**src/rtl/hazard_ctrl.sv**
```systemverilog
// Pipeline hazard controller: tracks post-D writers, raises stall, picks D-stage forward sources, interlocks the MDU.
// Optional `HAZARD_STATS_EN adds stall statistic counters (stat_data_stall, stat_mdu_stall).
module hazard_ctrl #(
  parameter int STAGES   = 3,
  parameter int AW       = 5,
  parameter int TW       = 2,
  parameter int MULT_CYC = 5,
  parameter int DIV_CYC  = 10,
  parameter int SW       = 2
) (
  input  logic          clk,
  input  logic          reset,
  input  logic [AW-1:0] rs_D,
  input  logic [AW-1:0] rt_D,
  input  logic [TW-1:0] tuse_rs_D,
  input  logic [TW-1:0] tuse_rt_D,
  input  logic [AW-1:0] wa_D,
  input  logic [TW-1:0] tnew_D,
  input  logic          regwrite_D,
  input  logic          mdu_start_D,
  input  logic          mdu_div_D,
  input  logic          is_mdu_D,
  output logic          stall,
  output logic [SW-1:0] fwd_rs_sel,
  output logic [SW-1:0] fwd_rt_sel,
  output logic          mdu_busy
`ifdef HAZARD_STATS_EN
  ,
  output logic [31:0]   stat_data_stall,
  output logic [31:0]   stat_mdu_stall
`endif
);

  localparam int CW = $clog2(DIV_CYC + 1);
  localparam logic [TW-1:0] TUSE_NONE = '1;

  typedef struct packed {
    logic          valid;
    logic [AW-1:0] addr;
    logic [TW-1:0] tnew;
  } entry_t;

  typedef struct packed {
    logic          stall;
    logic [SW-1:0] sel;
  } op_res_t;

  entry_t [STAGES-1:0] sb_q, sb_d;
  logic                mdu_start_q;
  logic [CW-1:0]       mdu_cnt_q;
  op_res_t             rs_res, rt_res;
  logic                data_stall, mdu_stall, stall_raw;

  function automatic logic [TW-1:0] sat_dec(input logic [TW-1:0] x);
    return (x == '0) ? '0 : x - TW'(1);
  endfunction

  // Youngest (lowest index) matching writer decides; older matches are shadowed.
  function automatic op_res_t resolve(input logic [AW-1:0] r, input logic [TW-1:0] tuse,
                                      input entry_t [STAGES-1:0] sb);
    op_res_t res;
    logic    hit;
    res = '0;
    hit = 1'b0;
    for (int i = 0; i < STAGES; i++) begin
      if (!hit && sb[i].valid && (sb[i].addr == r) && (r != '0)) begin
        hit       = 1'b1;
        res.stall = (sb[i].tnew > tuse) && (tuse != TUSE_NONE);
        res.sel   = (sb[i].tnew == '0) ? SW'(i + 1) : '0;
      end
    end
    return res;
  endfunction

  // NOTE: every always_comb output gets a default first, so no path can infer a latch.
  always_comb begin
    rs_res     = resolve(rs_D, tuse_rs_D, sb_q);
    rt_res     = resolve(rt_D, tuse_rt_D, sb_q);
    data_stall = rs_res.stall | rt_res.stall;
    mdu_stall  = is_mdu_D & ((mdu_cnt_q != '0) | mdu_start_q);
    stall_raw  = data_stall | mdu_stall;

    sb_d = '0;
    if (!stall_raw) begin
      sb_d[0].valid = regwrite_D && (wa_D != '0);
      sb_d[0].addr  = wa_D;
      sb_d[0].tnew  = sat_dec(tnew_D);
    end
    // Older entries advance and count down even while a bubble enters entry 0.
    for (int i = 1; i < STAGES; i++) begin
      sb_d[i]      = sb_q[i-1];
      sb_d[i].tnew = sat_dec(sb_q[i-1].tnew);
    end

    stall      = reset & stall_raw;
    fwd_rs_sel = reset ? rs_res.sel : '0;
    fwd_rt_sel = reset ? rt_res.sel : '0;
    mdu_busy   = reset & (mdu_cnt_q != '0);
  end

  // NOTE: state registers use non-blocking assignments so all flops sample the same pre-edge values.
  always_ff @(posedge clk) begin
    if (!reset) begin
      sb_q        <= '0;
      mdu_start_q <= 1'b0;
      mdu_cnt_q   <= '0;
    end else begin
      sb_q        <= sb_d;
      mdu_start_q <= mdu_start_D & ~stall_raw;
      if (mdu_start_D && !stall_raw)
        mdu_cnt_q <= mdu_div_D ? CW'(DIV_CYC) : CW'(MULT_CYC);
      else if (mdu_cnt_q != '0)
        mdu_cnt_q <= mdu_cnt_q - CW'(1);
    end
  end

`ifdef HAZARD_STATS_EN
  // Data stalls take precedence; MDU-only stall cycles are counted separately.
  always_ff @(posedge clk) begin
    if (!reset) begin
      stat_data_stall <= '0;
      stat_mdu_stall  <= '0;
    end else if (data_stall) begin
      stat_data_stall <= stat_data_stall + 32'd1;
    end else if (mdu_stall) begin
      stat_mdu_stall  <= stat_mdu_stall + 32'd1;
    end
  end
`endif

endmodule

```
**config.mk**
```make
export PLATFORM = sky130hd
export DESIGN_NAME = hazard_ctrl
export DESIGN_NICKNAME = d
export VERILOG_FILES = /design/src/rtl/hazard_ctrl.sv
export SDC_FILE = /design/constraint.sdc
export NUM_CORES = 1
export LEC_CHECK = 0
export ABC_AREA = 1
export CAP_MARGIN = 5
export CORE_MARGIN = 2
export CORE_UTILIZATION = 55
export CTS_CLUSTER_SIZE = 24
export DETAILED_ROUTE_END_ITERATION = 10
export DONT_BUFFER_PORTS = 1
export PLACE_DENSITY = 0.73
export SLEW_MARGIN = 20
export SYNTH_ARGS = -nofsm -noshare
export SYNTH_HDL_FRONTEND = slang
export SYNTH_SLANG_ARGS = --single-unit
```
**constraint.sdc**
```tcl
create_clock -name clk -period 1.55 [get_ports clk]
set_input_delay 0.0775 -clock clk [delete_from_list [all_inputs] [get_ports clk]]
set_output_delay 0.0775 -clock clk [all_outputs]
set_load 0.005 [all_outputs]
```
### After elaboration in Yosys (flattened, before gate mapping)

Cells that the tools add are included.

| word-level totals | value |
|---|---|
| bits in registers | 29 |
| input port bits | 27 |
| output and inout port bits | 6 |
| logic and storage cells | 98 |

| operators by class | value |
|---|---|
| add/subtract/negate cells | 4 |
| order comparisons | 6 |
| eq/ne operators | 8 |
| muxes and demuxes | 18 |
| bitwise operators | 9 |
| reductions and logical operators | 42 |

Operators by type and width:

| kind | count |
|---|---|
| 5-bit equality test | 6 |
| 1-bit logical AND | 24 |
| 3-bit 2-to-1 mux | 6 |
| 5-bit nonzero test | 3 |
| 2-bit greater-than comparator | 6 |
| 4-bit 2-to-1 mux | 3 |
| 2-bit logical NOT | 4 |
| 2-bit 2-to-1 mux | 4 |
| 2-bit OR reduction | 3 |
| 2-bit by 1-bit subtractor with 2-bit output (second input constant) | 3 |
| 1-bit logical NOT | 5 |
| 1-bit 2-to-1 mux | 5 |
| 1-bit bitwise AND | 4 |
| 2-bit inequality test (second input constant) | 2 |
| 4-bit nonzero test | 1 |
| 4-bit by 1-bit subtractor with 4-bit output (second input constant) | 1 |
| 1-bit bitwise OR | 3 |
| 3-bit OR reduction | 1 |
| 1-bit NOT | 2 |
| 2-bit nonzero test | 1 |

### Logic depth before layout (Yosys ltp)

| logic depth | value |
|---|---|
| word-level depth | 19 |
| gate-level depth with buffers | 16 |
| gate-level depth less buffers | 16 |

### Least setup slack after synthesis

OpenSTA, ideal clock, no wires.

| timing path | value |
|---|---|
| path kind | flip-flop to flip-flop |
| from | register sb_q[9] (netlist name) |
| to | register mdu_cnt_q[2] |
| setup time | 0.109 ns |
| data arrival time | 1.465 ns |
| required time | 1.441 ns |
| slack | -0.024 ns |
| cell stages (with the launch flop) | 14 |
| path buffers | 0 |
| clock period less this slack | 1.574 ns |
| cells stage by stage | dfxtp_1 ha_1 inv_1 nor2_1 o21ai_0 nor2_1 nand3_1 nand2_1 nor2_4 nand3_4 o21ai_0 nand2_1 nand2_1 inv_1 |

| between the ends | value |
|---|---|
| longest elaborated chain between the ends | 9 |
| elaborated cells on any way between the ends | 14 |
| classes of those cells | 2 x order compare; 5 x mux; 2 x bitwise; 5 x reduce/logical |

RTL lines:

| what | RTL line | text |
|---|---|---|
| from (decl) | 48 | `entry_t [STAGES-1:0] sb_q, sb_d;` |
| from (signal assigned) | 104 | `sb_q <= '0;` |
| from (signal assigned) | 108 | `sb_q <= sb_d;` |
| 2-bit greater-than comparator | 68 | `res.stall = (sb[i].tnew > tuse) && (tuse != TUSE_NONE);` |
| 1-bit logical AND | 68 |  |
| 3-bit 2-to-1 mux (2 in a row) | 66 | `if (!hit && sb[i].valid && (sb[i].addr == r) && (r != '0)) begin` |
| 1-bit bitwise OR (*) | 79 | `data_stall = rs_res.stall \| rt_res.stall;` |
| 1-bit bitwise OR (*) | 81 | `stall_raw = data_stall \| mdu_stall;` |
| 1-bit logical NOT (*) | 110 | `if (mdu_start_D && !stall_raw)` |
| 1-bit logical AND (*) | 110 |  |
| 4-bit 2-to-1 mux / 2-bit nonzero test (equally long branches) | n/a |  |
| to (signal assigned) | 111 | `mdu_cnt_q <= mdu_div_D ? CW'(DIV_CYC) : CW'(MULT_CYC);` |
| to (signal assigned) | 113 | `mdu_cnt_q <= mdu_cnt_q - CW'(1);` |
| to (decl) | 50 | `logic [CW-1:0] mdu_cnt_q;` |

Every way passes the cells marked *; elsewhere a longest branch is shown, timed or not.
A chain may end at the register's enable or synchronous reset.

### Final worst setup path

| timing path | value |
|---|---|
| from | register sb_q (netlist bit sb_d[18]) |
| to | register sb_q[1] (netlist name) |

| between the ends | value |
|---|---|
| longest elaborated chain between the ends | 12 |
| elaborated cells on any way between the ends | 23 |
| classes of those cells | 2 x eq/ne; 6 x mux; 2 x bitwise; 13 x reduce/logical |

RTL lines:

| what | RTL line |
|---|---|
| 5-bit equality test | 66 |
| 1-bit logical AND (2 in a row) | 66 |
| 1-bit 2-to-1 mux | 66 |
| 1-bit logical NOT | 66 |
| 1-bit logical AND (3 in a row) | 66 |
| 3-bit 2-to-1 mux | 66 |
| 1-bit bitwise OR (*) | 79 |
| 1-bit bitwise OR (*) | 81 |
| 3-bit OR reduction (no line) (*) | n/a |

Marks and branches as above.

==> results.tsv <==
metric	value	unit
pre-CTS WS	-159	ps
Post-synth ARST share	0	
I/O pin count	33	
total CTS buffers	5	
Tmin final	1780	ps
Root Driver	clkbuf_8	
Critical Path RT	1760	ps
DRT Pass-1 Iters	4	
Worst-Margin Slew	502	ps
nets	413	
DP HPWL	3570	um
Net Count, Synth	378	
largest net degree at the start of global routing	13	
critical path fanouts, max	3	
post-synthesis instance area	0.00206	mm^2
Power Dens Cells	1080	mW/mm^2
Slew headroom	0.664	
worst vdd ir	0.000993	V
Via density	4.94	
Post-synth EDFFs	0	
synth cell count leaders	nand2_1, inv_1, nor2_1, dfxtp_1, ha_1	
post-synthesis sequential area ratio	0.282	
gpl congestion	0.904	
DRC errors left	0	
synth warn	0	
status	finished with violations	
number of global-route vias before repair	1977	
H-tree levels	2	
total wire length	5410	um
Synth area leader	dfxtp_1	
Layout Cells excl Fill	418	
Layout area overhead	34.9	%
Primary FF master, synth	dfxtp_1	
Worst Path Arrival	1990	ps
Clock Skews	6.98	ps
WL/cell	13.0	um
Yosys top cell area share	0.282	
Final WS setup	-232	ps
Max Cap Violations	0	
initial antenna violation count	0	
synth top area cells	dfxtp_1, nand2_1, inv_1, ha_1, nor2_1	
Worst setup EP type	flop	
share of cells above drive strength 1	0.354	
vias	2067	
fillers	269	
switching share of power	0.353	
DRT antenna net count	0	
GRT Util Overall	0.254	
NetSw	0.00106	W
final core utilization	0.764	
Synth Register Bits	29	
critical path type	flop to flop	
period utilization	1.15	
endpoints failing setup	18	
Port Buffers	0	
critical path startpoint category	flop	
Worst-Skew Late Latency	280	ps
maximum clock path buffer count	2	
Die W	65.2	um
synthesized area per cell	6.15	um^2
core area	0.00363	mm^2
grt ovf	0	
min-delay worst type	input pin to flop	
count leader, synth	nand2_1	
die height	65.2	um
Gate power share	0.426	
P_int	0.00194	W
Ant. Diodes	0	
Seq pwr share	0.323	
CTS tree	built	
first-pass GRT wire length	8250	um
cells after synthesis	335	
RSZ-0062 raised after global routing	true	
Hold Fails Final Rpt	0	
max frequency	0.561	GHz
Initial Utilization	0.567	
Std-Cell Rows	22	
Die ar.	0.00425	mm^2
failing checks	negative setup slack	
Iter 0 DRT Violations	138	
placed cells	393	
CTS sink count	29	
clock power share	0.251	
post-synth cell types	26	
clock transition at the registers of the reported paths	60	ps
Slew Limit Fails	0	
Pleak	1.39	nW
repair_timing:
action                                  CTS  global route
endpoints found under the hold margin    20             0
gates cloned                              0             0
pin swaps                                19            28
resized for setup                        47            55
setup buffers                             6             4
endpoints found under the setup margin   18            19
hold buffers                              9             0
stage by stage:
| step | TNS [ps] | hold slack (ps) | instance area, um^2 | total power (W) |
|---|---|---|---|---|
| global placement | -1270 | 154 | 2200 | 0.00186 |
| finish | -3080 | 43.8 | 2780 | 0.00300 |
| detailed placement | -1640 | 162 | 2200 | 0.00188 |
| global route | -4790 | 51.1 | 2780 | 0.00320 |
| floorplan | 0 | 150 | 2060 | 0.00161 |
| CTS | -3110 | 18.6 | 2590 | 0.00280 |
registers in the layout, summed over array words and instances, names as in the netlist:
signal and count:
mdu_start_q 1, mdu_cnt_q 4, sb_d 12, sb_q 12
logic make-up after synthesis:
group / share of synthesized area
AND/OR/NAND/NOR: 0.374
buffers and inverters: 0.145
flip-flops: 0.282
AO/OA/AOI/OAI: 0.0765
adder cells (fa/ha/maj): 0.0972
XOR/XNOR: 0.0255
layout make-up:
type | instances | area [um^2] | share of cell area
multi-input cells | 227 | 1430 | 0.514
flip-flops and latches | 29 | 609 | 0.219
repair buffers | 30 | 287 | 0.103
well taps | 48 | 60.1 | 0.0216
clock inverters | 2 | 35.0 | 0.0126
clock buffers | 5 | 68.8 | 0.0248
inverters | 77 | 292 | 0.105
power by group through the flow:
stage	logic (W)	clock network [W]	registers [W]
2_1_floorplan	0.000682	0	0.000933
3_3_place_gp	0.000912	0	0.000949
3_5_place_dp	0.000927	0	0.000954
4_1_cts	0.00108	0.000766	0.000945
5_1_grt	0.00141	0.000801	0.000986
6_report	0.00128	0.000754	0.000969
cell usage in the layout (no fill, tap or decap), types with 2 or more instances in the layout:
| master | n |
|---|---|
| dlygate4sd3_1 | 9 |
| a211oi_2 | 3 |
| nand2_1 | 89 |
| nand4_1 | 5 |
| xnor2_1 | 5 |
| nor2_2 | 16 |
| buf_6 | 7 |
| nand2_2 | 16 |
| o21ai_2 | 3 |
| dfxtp_1 | 8 |
| nor2_1 | 28 |
| nand3_4 | 3 |
| nor3_1 | 4 |
| nand3_2 | 3 |
| o21ai_0 | 2 |
| a21oi_2 | 9 |
| a21oi_1 | 2 |
| inv_2 | 13 |
| ha_1 | 11 |
| o211ai_1 | 2 |
| ha_4 | 4 |
| inv_1 | 63 |
| clkbuf_8 | 5 |
| buf_4 | 13 |
| o21ai_1 | 3 |
| nor2_4 | 7 |
| dfxtp_2 | 20 |
| o21ai_4 | 2 |
| nand3_1 | 6 |
worst max-delay path: stages (launching register included):
cell,delay [ps]
dfxtp_4,360
inv_2,40
nand2_1,50
nand2_1,60
nor2_2,140
nand2_2,80
nor2_4,130
inv_2,60
nand3_4,80
nor2_4,50
nor2_4,140
nand2_2,80
buf_6,120
nor2_4,130
nand2_2,80
nor2_1,110
worst paths after layout:
kind                            startpoint       to  slack (ps)  cells past startpoint
worst max-delay path              sb_d[18]  sb_q[1]        -230                     15
worst min-delay path             tnew_D[1]  sb_q[1]          40                      3
worst max register to register    sb_d[18]  sb_q[1]        -230                     15
worst min register to register     sb_q[0]  sb_q[8]         430                      1
layer usage:
layer / GRT usage / wire length, um
met1: 0.303 / 2320
met2: 0.429 / 2680
met3: 0.0668 / 333
met4: 0.109 / 87
met5: 0 / 0
(Power assumes the default switching activity.)
